File: src/rtl/md_issue_ctrl_if.sv
// Signal bundle between the E-stage pipeline, the MD unit and md_issue_ctrl.
`default_nettype none

interface md_issue_ctrl_if #(
    parameter int W = 32
);
  logic         e_valid;
  logic         flush;
  logic [3:0]   e_md_cls;
  logic [3:0]   d_md_cls;
  logic [W-1:0] e_rs;
  logic [W-1:0] e_rt;
  logic         md_busy;
  logic [W-1:0] md_hi;
  logic [W-1:0] md_lo;
  logic         md_start;
  logic [2:0]   md_op;
  logic [W-1:0] md_a;
  logic [W-1:0] md_b;
  logic [W-1:0] md_rdata;
  logic         stall_d;
  logic         md_err;

  modport master (
    output e_valid, flush, e_md_cls, d_md_cls, e_rs, e_rt, md_busy, md_hi, md_lo,
    input  md_start, md_op, md_a, md_b, md_rdata, stall_d, md_err
  );

  modport slave (
    input  e_valid, flush, e_md_cls, d_md_cls, e_rs, e_rt, md_busy, md_hi, md_lo,
    output md_start, md_op, md_a, md_b, md_rdata, stall_d, md_err
  );
endinterface

`default_nettype wire

File: src/rtl/md_issue_ctrl.sv
// E-stage issue controller for the multiply/divide unit: issues ops, shadows the
// unit's latency, stalls D on MD hazards and flags Busy/shadow disagreement.
`default_nettype none

module md_issue_ctrl #(
    parameter int W       = 32,
    parameter int MUL_LAT = 5,
    parameter int DIV_LAT = 10
) (
    input  logic          clk,
    input  logic          reset,
    md_issue_ctrl_if.slave bus
);

  localparam int MAX_LAT = (MUL_LAT > DIV_LAT) ? MUL_LAT : DIV_LAT;
  localparam int CW      = $clog2(MAX_LAT + 1);

  typedef enum logic [1:0] {
    IDLE     = 2'd0,
    MUL_WAIT = 2'd1,
    DIV_WAIT = 2'd2
  } state_t;

  state_t        state_q;
  logic [CW-1:0] cnt_q;
  logic          err_q;

  logic          ok_e;
  logic          arith_e;
  logic          mt_e;
  logic          is_div_e;
  logic          issue;
  logic          illegal;
  logic          shadow;
  logic [2:0]    op_d;
  logic [W-1:0]  rdata_d;

  always_comb begin
    ok_e     = bus.e_valid & ~bus.flush;
    arith_e  = (bus.e_md_cls >= 4'd1) && (bus.e_md_cls <= 4'd5);
    mt_e     = (bus.e_md_cls == 4'd6) || (bus.e_md_cls == 4'd7);
    is_div_e = (bus.e_md_cls == 4'd3) || (bus.e_md_cls == 4'd4);
    shadow   = (cnt_q != '0);
    issue    = ok_e & arith_e & (state_q == IDLE);
    illegal  = ok_e & arith_e & (state_q != IDLE);

    op_d = 3'b111;
    if (issue) begin
      case (bus.e_md_cls)
        4'd1:    op_d = 3'b001;
        4'd2:    op_d = 3'b000;
        4'd3:    op_d = 3'b011;
        4'd4:    op_d = 3'b010;
        4'd5:    op_d = 3'b110;
        default: op_d = 3'b111;
      endcase
    end else if (ok_e & mt_e) begin
      op_d = (bus.e_md_cls == 4'd6) ? 3'b100 : 3'b101;
    end

    rdata_d = '0;
    if (ok_e && bus.e_md_cls == 4'd8) rdata_d = bus.md_hi;
    else if (ok_e && bus.e_md_cls == 4'd9) rdata_d = bus.md_lo;
  end

  assign bus.md_start = issue;
  assign bus.md_op    = op_d;
  assign bus.md_a     = bus.e_rs;
  assign bus.md_b     = bus.e_rt;
  assign bus.md_rdata = rdata_d;
  assign bus.stall_d  = (bus.d_md_cls != 4'd0) & (issue | shadow);
  assign bus.md_err   = err_q;

  always_ff @(posedge clk or posedge reset) begin
    if (reset) begin
      state_q <= IDLE;
      cnt_q   <= '0;
      err_q   <= 1'b0;
    end else begin
      // cnt_q is the unit's expected Busy; any disagreement is latched forever
      if ((bus.md_busy != shadow) || illegal) err_q <= 1'b1;
      case (state_q)
        IDLE: begin
          if (issue) begin
            state_q <= is_div_e ? DIV_WAIT : MUL_WAIT;
            cnt_q   <= is_div_e ? CW'(DIV_LAT) : CW'(MUL_LAT);
          end
        end
        MUL_WAIT, DIV_WAIT: begin
          if (cnt_q <= CW'(1)) begin
            state_q <= IDLE;
            cnt_q   <= '0;
          end else begin
            cnt_q <= cnt_q - CW'(1);
          end
        end
        default: begin
          state_q <= IDLE;
          cnt_q   <= '0;
        end
      endcase
    end
  end

endmodule

`default_nettype wire

File: src/flat_wrapper.sv
// flat-port wrapper written by rule: the top's interface ports become plain ports
module md_issue_ctrl_flat 
#(
    parameter int W       = 32,
    parameter int MUL_LAT = 5,
    parameter int DIV_LAT = 10
)
  (clk, reset, bus_e_valid, bus_flush, bus_e_md_cls, bus_d_md_cls, bus_e_rs, bus_e_rt, bus_md_busy, bus_md_hi, bus_md_lo, bus_md_start, bus_md_op, bus_md_a, bus_md_b, bus_md_rdata, bus_stall_d, bus_md_err);
  md_issue_ctrl_if #(.W(W)) bus_i ();
  input  logic clk;
  input  logic reset;
  input wire logic [$bits(bus_i.e_valid)-1:0] bus_e_valid;
  input wire logic [$bits(bus_i.flush)-1:0] bus_flush;
  input wire logic [$bits(bus_i.e_md_cls)-1:0] bus_e_md_cls;
  input wire logic [$bits(bus_i.d_md_cls)-1:0] bus_d_md_cls;
  input wire logic [$bits(bus_i.e_rs)-1:0] bus_e_rs;
  input wire logic [$bits(bus_i.e_rt)-1:0] bus_e_rt;
  input wire logic [$bits(bus_i.md_busy)-1:0] bus_md_busy;
  input wire logic [$bits(bus_i.md_hi)-1:0] bus_md_hi;
  input wire logic [$bits(bus_i.md_lo)-1:0] bus_md_lo;
  output wire logic [$bits(bus_i.md_start)-1:0] bus_md_start;
  output wire logic [$bits(bus_i.md_op)-1:0] bus_md_op;
  output wire logic [$bits(bus_i.md_a)-1:0] bus_md_a;
  output wire logic [$bits(bus_i.md_b)-1:0] bus_md_b;
  output wire logic [$bits(bus_i.md_rdata)-1:0] bus_md_rdata;
  output wire logic [$bits(bus_i.stall_d)-1:0] bus_stall_d;
  output wire logic [$bits(bus_i.md_err)-1:0] bus_md_err;
  assign bus_i.e_valid = bus_e_valid;
  assign bus_i.flush = bus_flush;
  assign bus_i.e_md_cls = bus_e_md_cls;
  assign bus_i.d_md_cls = bus_d_md_cls;
  assign bus_i.e_rs = bus_e_rs;
  assign bus_i.e_rt = bus_e_rt;
  assign bus_i.md_busy = bus_md_busy;
  assign bus_i.md_hi = bus_md_hi;
  assign bus_i.md_lo = bus_md_lo;
  assign bus_md_start = bus_i.md_start;
  assign bus_md_op = bus_i.md_op;
  assign bus_md_a = bus_i.md_a;
  assign bus_md_b = bus_i.md_b;
  assign bus_md_rdata = bus_i.md_rdata;
  assign bus_stall_d = bus_i.stall_d;
  assign bus_md_err = bus_i.md_err;
  md_issue_ctrl #(.W(W), .MUL_LAT(MUL_LAT), .DIV_LAT(DIV_LAT)) u_core (.clk(clk), .reset(reset), .bus(bus_i));
endmodule
File: config.mk
export PLATFORM = sky130hd
export DESIGN_NAME = md_issue_ctrl_flat
export DESIGN_NICKNAME = d
export VERILOG_FILES = /design/src/rtl/md_issue_ctrl_if.sv /design/src/rtl/md_issue_ctrl.sv /design/src/flat_wrapper.sv
export SDC_FILE = /design/constraint.sdc
export NUM_CORES = 1
export LEC_CHECK = 0
export ABC_AREA = 1
export BUFFER_PORTS_ARGS = -buffer_cell sky130_fd_sc_hd__buf_4
export CAP_MARGIN = 10
export CORE_AREA = 2 2 94 96
export DETAILED_ROUTE_END_ITERATION = 6
export DIE_AREA = 0 0 96 98
export GPL_TIMING_DRIVEN = 1
export HOLD_SLACK_MARGIN = 0.03
export PLACE_DENSITY = 0.56
export SYNTH_ARGS = -nofsm -noshare
export SYNTH_HDL_FRONTEND = slang
export SYNTH_SLANG_ARGS = --single-unit
export TNS_END_PERCENT = 5
File: constraint.sdc
create_clock -name clk -period 5.15 [get_ports clk]
set_clock_uncertainty 0.05 [all_clocks]
set_input_delay 1.545 -clock clk [delete_from_list [all_inputs] [get_ports clk]]
set_output_delay 1.545 -clock clk [all_outputs]
set_load 0.05 [all_outputs]
### After elaboration in Yosys (flattened, before gate mapping)

Index checks and enable logic that the tools add are counted.
W data, S select, Z words.

* flip-flop bits (word level): 7
* bits of input ports: 141
* output and inout bits: 102
* logic and storage cells: 55

* add/sub/neg operators: 1
* order comparisons: 3
* equality and inequality tests: 14
* mux-type cells: 14
* bitwise gates (word level): 8
* reductions and logical operators: 12

Operator list (number)
* $mux W32: 2
* $eq A4 B3 Y1 const B: 4
* $pmux W3 S5: 1
* $mux W4: 3
* $eq A4 B2 Y1 const B: 2
* $eq A4 B4 Y1 const B: 2
* $pmux W4 S2: 1
* $reduce_bool A4 Y1: 2
* $and A1 B1 Y1: 6
* $mux W2: 3
* $mux W3: 2
* $eq A4 B1 Y1 const B: 1
* $ge A4 B1 Y1 const B: 1
* $le A4 B1 Y1 const B: 1
* $le A4 B3 Y1 const B: 1
* $ne A2 B1 Y1 const B: 2
* $pmux W2 S2: 1
* $sub A4 B1 Y4 const B: 1
* $logic_and A1 B1 Y1: 3
* $logic_or A1 B1 Y1: 3
* $eq A2 B1 Y1 const B: 1
* $eq A2 B2 Y1 const B: 1
* $logic_not A2 Y1: 1
* $reduce_and A2 Y1: 1
* other kinds (6): 6

### Depth between registers and ports, before layout

* depth in word-level cells: 6
* gate-level depth with buffers: 11
* depth with buffers taken out: 11

### Worst setup path before layout

No wires, ideal clock.

* path kind: input to output
* start point: input port bus_e_md_cls[2]
* end point: output port bus_stall_d
* data arrival time: 3.159 ns
* data required time: 3.555 ns
* slack: 0.396 ns
* stages: 7
* path buffers: 0
* cells stage by stage: nor2_1 > nand2_1 > nand2_1 > nand2_1 > nor2_4 > inv_1 > a21oi_1

* word-level cells in the longest chain between the ends: 6
* elaborated cells between the ends (all ways): 7
* classes of those cells: order compare (2); bitwise (4); reduce/logical (1)

RTL lines
* start, declared: RTL line flat_wrapper.sv:14 `input wire logic [$bits(bus_i.e_md_cls)-1:0] bus_e_md_cls;`
* $ge A4 B1 Y1 or $le A4 B3 Y1 (tied branches): RTL line md_issue_ctrl.sv:40 `arith_e = (bus.e_md_cls >= 4'd1) && (bus.e_md_cls <= 4'd5);`
* $logic_and A1 B1 Y1 *: RTL line md_issue_ctrl.sv:40
* $and A1 B1 Y1 * (2 in a row): RTL line md_issue_ctrl.sv:44 `issue = ok_e & arith_e & (state_q == IDLE);`
* net bus_md_start: RTL line flat_wrapper.sv:21 `output wire logic [$bits(bus_i.md_start)-1:0] bus_md_start;`
* $or A1 B1 Y1 *: RTL line md_issue_ctrl.sv:71 `assign bus.stall_d = (bus.d_md_cls != 4'd0) & (issue | shadow);`
* $and A1 B1 Y1 *: RTL line md_issue_ctrl.sv:71
* end, declared: RTL line flat_wrapper.sv:26 `output wire logic [$bits(bus_i.stall_d)-1:0] bus_stall_d;`

Mark *: on every way through the listed nets, which the timed path passes. The rest lies on a longest branch.

### Final worst setup path

* start point: input port bus_e_md_cls[2]
* end point: output port bus_stall_d

* word-level cells in the longest chain between the ends: 6
* elaborated cells between the ends (all ways): 7
* classes of those cells: order compare (2); bitwise (4); reduce/logical (1)

RTL lines (RTL line)
* $ge A4 B1 Y1 or $le A4 B3 Y1 (tied branches): md_issue_ctrl.sv:40
* $logic_and A1 B1 Y1 *: md_issue_ctrl.sv:40
* $and A1 B1 Y1 * (2 in a row): md_issue_ctrl.sv:44
* $or A1 B1 Y1 *: md_issue_ctrl.sv:71
* $and A1 B1 Y1 *: md_issue_ctrl.sv:71

Mark *: on every way between the ends. The rest lies on a longest branch, timed or not.

==> load_flow_metrics.sql <==
INSERT INTO impl_metrics (metric_group, metric, value, unit) VALUES
('run_status', 'status', 'finished, final reports clean', ''),
('synthesis', 'synthDominantAreaCellType', 'buf_4', ''),
('place', 'placement.cell_area', '2180', 'um2'),
('synthesis', 'yosys.cell_types.count', '22', ''),
('timing', 'setup-tns-final', '0', 'ns'),
('route', 'postRouteWirelength', '5.30', 'mm'),
('place', 'gp_routability_congestion', '0.810', ''),
('pwr', 'power.clock.fraction', '16.9', '%'),
('synthesis', 'yosysSeqAreaShare', '10.1', '%'),
('worst_setup_path', 'critPathCaptureType', 'output port', ''),
('route', 'ant_nets', '0', ''),
('timing', 'worst_slew_pin_slew', '0.413', 'ns'),
('pwr', 'cellInternalPower', '240', 'uW'),
('place', 'placement.io_buffers', '114', ''),
('die', 'floorplan.die.width', '96', 'um'),
('worst_setup_path', 'cp.required', '3.56', 'ns'),
('pwr', 'fin_total_pwr', '443', 'uW'),
('hold_path', 'timing.hold.worst_path_depth', '2', ''),
('clocking', 'holdBufCountCts', '0', ''),
('synthesis', 'synth.cell_area', '1730', 'um2'),
('route', 'first_iter_violations', '50', ''),
('worst_setup_path', 'rr_endpoint', 'u_core.cnt_q[3]', ''),
('route', 'number_of_remaining_drc_errors', '0', ''),
('finish', 'area.growth.synth_to_final', '28.9', '%'),
('die', 'die_area', '9410', 'um2'),
('hold_path', 'worstHoldStart', 'u_core.bus.md_err', ''),
('finish', 'mostFrequentLayoutCells', 'buf_4 (116), nand2_1 (72), nand3_1 (61)', ''),
('pwr', 'pwr-share-comb', '62.5', '%'),
('timing', 'grt_setup_unrepaired', 'false', ''),
('route', 'vias', '1809', ''),
('synthesis', 'synth_seq_cells', '7', ''),
('synthesis', 'yosysWarningCount', '0', ''),
('hold_path', 'worstHoldPathType', 'flop to flop', ''),
('pwr', 'worst_supply_voltage_drop_on_vdd', '0.000221', 'V'),
('worst_setup_path', 'timing.critical_path.arrival', '2.76', 'ns'),
('timing', 'timing.max_slew.rel_slack', '72.4', '%'),
('worst_setup_path', 'cp_max_fo', '6', ''),
('die', 'chipHeight', '98', 'um'),
('finish', 'drive_gt1_share', '42.4', '%'),
('pwr', 'leakagePower', '1.25', 'nW'),
('worst_setup_path', 'critical_path.startpoint_type', 'primary input', ''),
('finish', 'post_layout_nets', '468', ''),
('die', 'initial_utilization', '20.4', '%'),
('worst_setup_path', 'worst_r2r_path_depth', '11', ''),
('worst_setup_path', 'worstReg2RegStart', 'u_core.cnt_q[0]', ''),
('clocking', 'cts.sink_count', '7', ''),
('synthesis', 'syn-num-nets', '422', ''),
('clocking', 'clock_tree.root_cell', 'clkbuf_8', ''),
('die', 'core_area', '8470', 'um2'),
('synthesis', 'netlist.area_leader.share', '28.3', '%'),
('pwr', 'power.density_cell_area', '199', 'nW/um2'),
('timing', 'finalCritPeriodShare', '84.6', '%'),
('synthesis', 'synth.area.top_cells', 'buf_4 (28%), nand3_1 (18%), nand2_1 (16%)', ''),
('finish', 'n_antenna_cell', '0', ''),
('clocking', 'cts_setup_buffers', '0', ''),
('worst_setup_path', 'critPathKind', 'primary input to output port', ''),
('finish', 'num-fill-cells', '941', ''),
('grt', 'grt_max_degree', '65', ''),
('grt', 'gr-total-overflow', '0', ''),
('timing', 'setup_viol', '0', ''),
('grt', 'grt_antenna_before_repair', '0', ''),
('finish', 'layout_commonest_cell', 'buf_4', ''),
('pwr', 'power.share.switching', '45.8', '%'),
('timing', 'min_period', '4.35', 'ns'),
('timing', 'final-max-slew-violation-count', '0', ''),
('clocking', 'cts_tree', 'yes', ''),
('finish', 'finalInstanceArea', '2230', 'um2'),
('clocking', 'cts_inserted_buffers', '3', ''),
('clocking', 'clk_path_buf_depth', '2', ''),
('synthesis', 'avgSynthCellArea', '6.26', 'um2'),
('die', 'io-pin-count', '243', '');
-- critical path, cell delays in order --
cell and delay (ns):
buf_4 0.13, nor2_1 0.17, nand2_1 0.09, nand2_1 0.08
nand2_1 0.13, nor2_4 0.16, inv_1 0.09, a21oi_1 0.13
buf_4 0.21
-- layer usage --
metal / up-vias / part of all wire, % / GRT usage (%) / wire length [um]
li1: 912 / - / - / -
met4: 0 / 4.2 / 6.26 / 225
met5: - / 0 / 0 / 0
met1: 771 / 37 / 10.7 / 1940
met3: 24 / 13 / 3.63 / 664
met2: 102 / 47 / 16.8 / 2470
-- layout make-up --
cell class	instances	share of cell area (%)
inverter	20	3.37
multi-input combinational	173	40.6
sequential	7	7.87
tap	108	6.07
timing repair buffer	117	40.0
clock buffer	4	2.02
-- kinds of logic (layout without fill, tap and decap cells) --
group / Yosys count / count (layout) / share of synthesized area [%]
xor gates and xnor gates: 2 / 2 / 1.01
buffers and inverters: 96 / 141 / 37.8
AOI/OAI and AO/OA: 7 / 7 / 2.17
adders and majority gates: 5 / 5 / 3.62
DFF: 7 / 7 / 10.1
and+or+nand+nor: 159 / 159 / 45.3
-- worst max-delay path by stage --
stage                    startpoint               end  slack [ns]  cells past startpoint
CTS                 bus_e_md_cls[2]       bus_stall_d        0.78                      9
floorplan           bus_e_md_cls[2]       bus_stall_d        0.40                      7
detailed placement  bus_e_md_cls[2]       bus_stall_d        0.80                      9
global placement          bus_flush  bus_md_rdata[23]        0.82                      8
global route        bus_e_md_cls[2]       bus_stall_d        0.66                      9
finish              bus_e_md_cls[2]       bus_stall_d        0.80                      9
-- power by group through the flow --
stage          Clock, mW  Sequential [mW]  Combinational, mW
3_5_place_dp           0           0.0925              0.278
3_3_place_gp           0           0.0910              0.273
6_report          0.0747           0.0912              0.277
5_1_grt           0.0788           0.0946              0.311
4_1_cts           0.0769           0.0919              0.280
2_1_floorplan          0           0.0873              0.319
-- registers in the layout, indices dropped and copies added (netlist names) --
register and flops:
u_core.bus.md_err 1, u_core.cnt_q 4, u_core.state_q 2
-- Yosys cell counts, drive strengths merged --
cell,n
nand3b,2
a21oi,2
inv,20
nor4,1
o21ai,4
nor3,1
ha,5
nand2,72
o21bai,1
nor3b,1
buf,73
nor2,9
dfrtp,7
clkbuf,3
nand3,71
xnor2,2
nand4,2
-- metrics by stage --
stage | setup WS, ns | hold WS [ns]
3_5_place_dp | 0.799 | 0.406
5_1_grt | 0.657 | 0.463
4_1_cts | 0.785 | 0.417
3_3_place_gp | 0.817 | 0.406
2_1_floorplan | 0.396 | 0.399
6_report | 0.795 | 0.414
No activity file was read; power rests on OpenSTA's default activity.
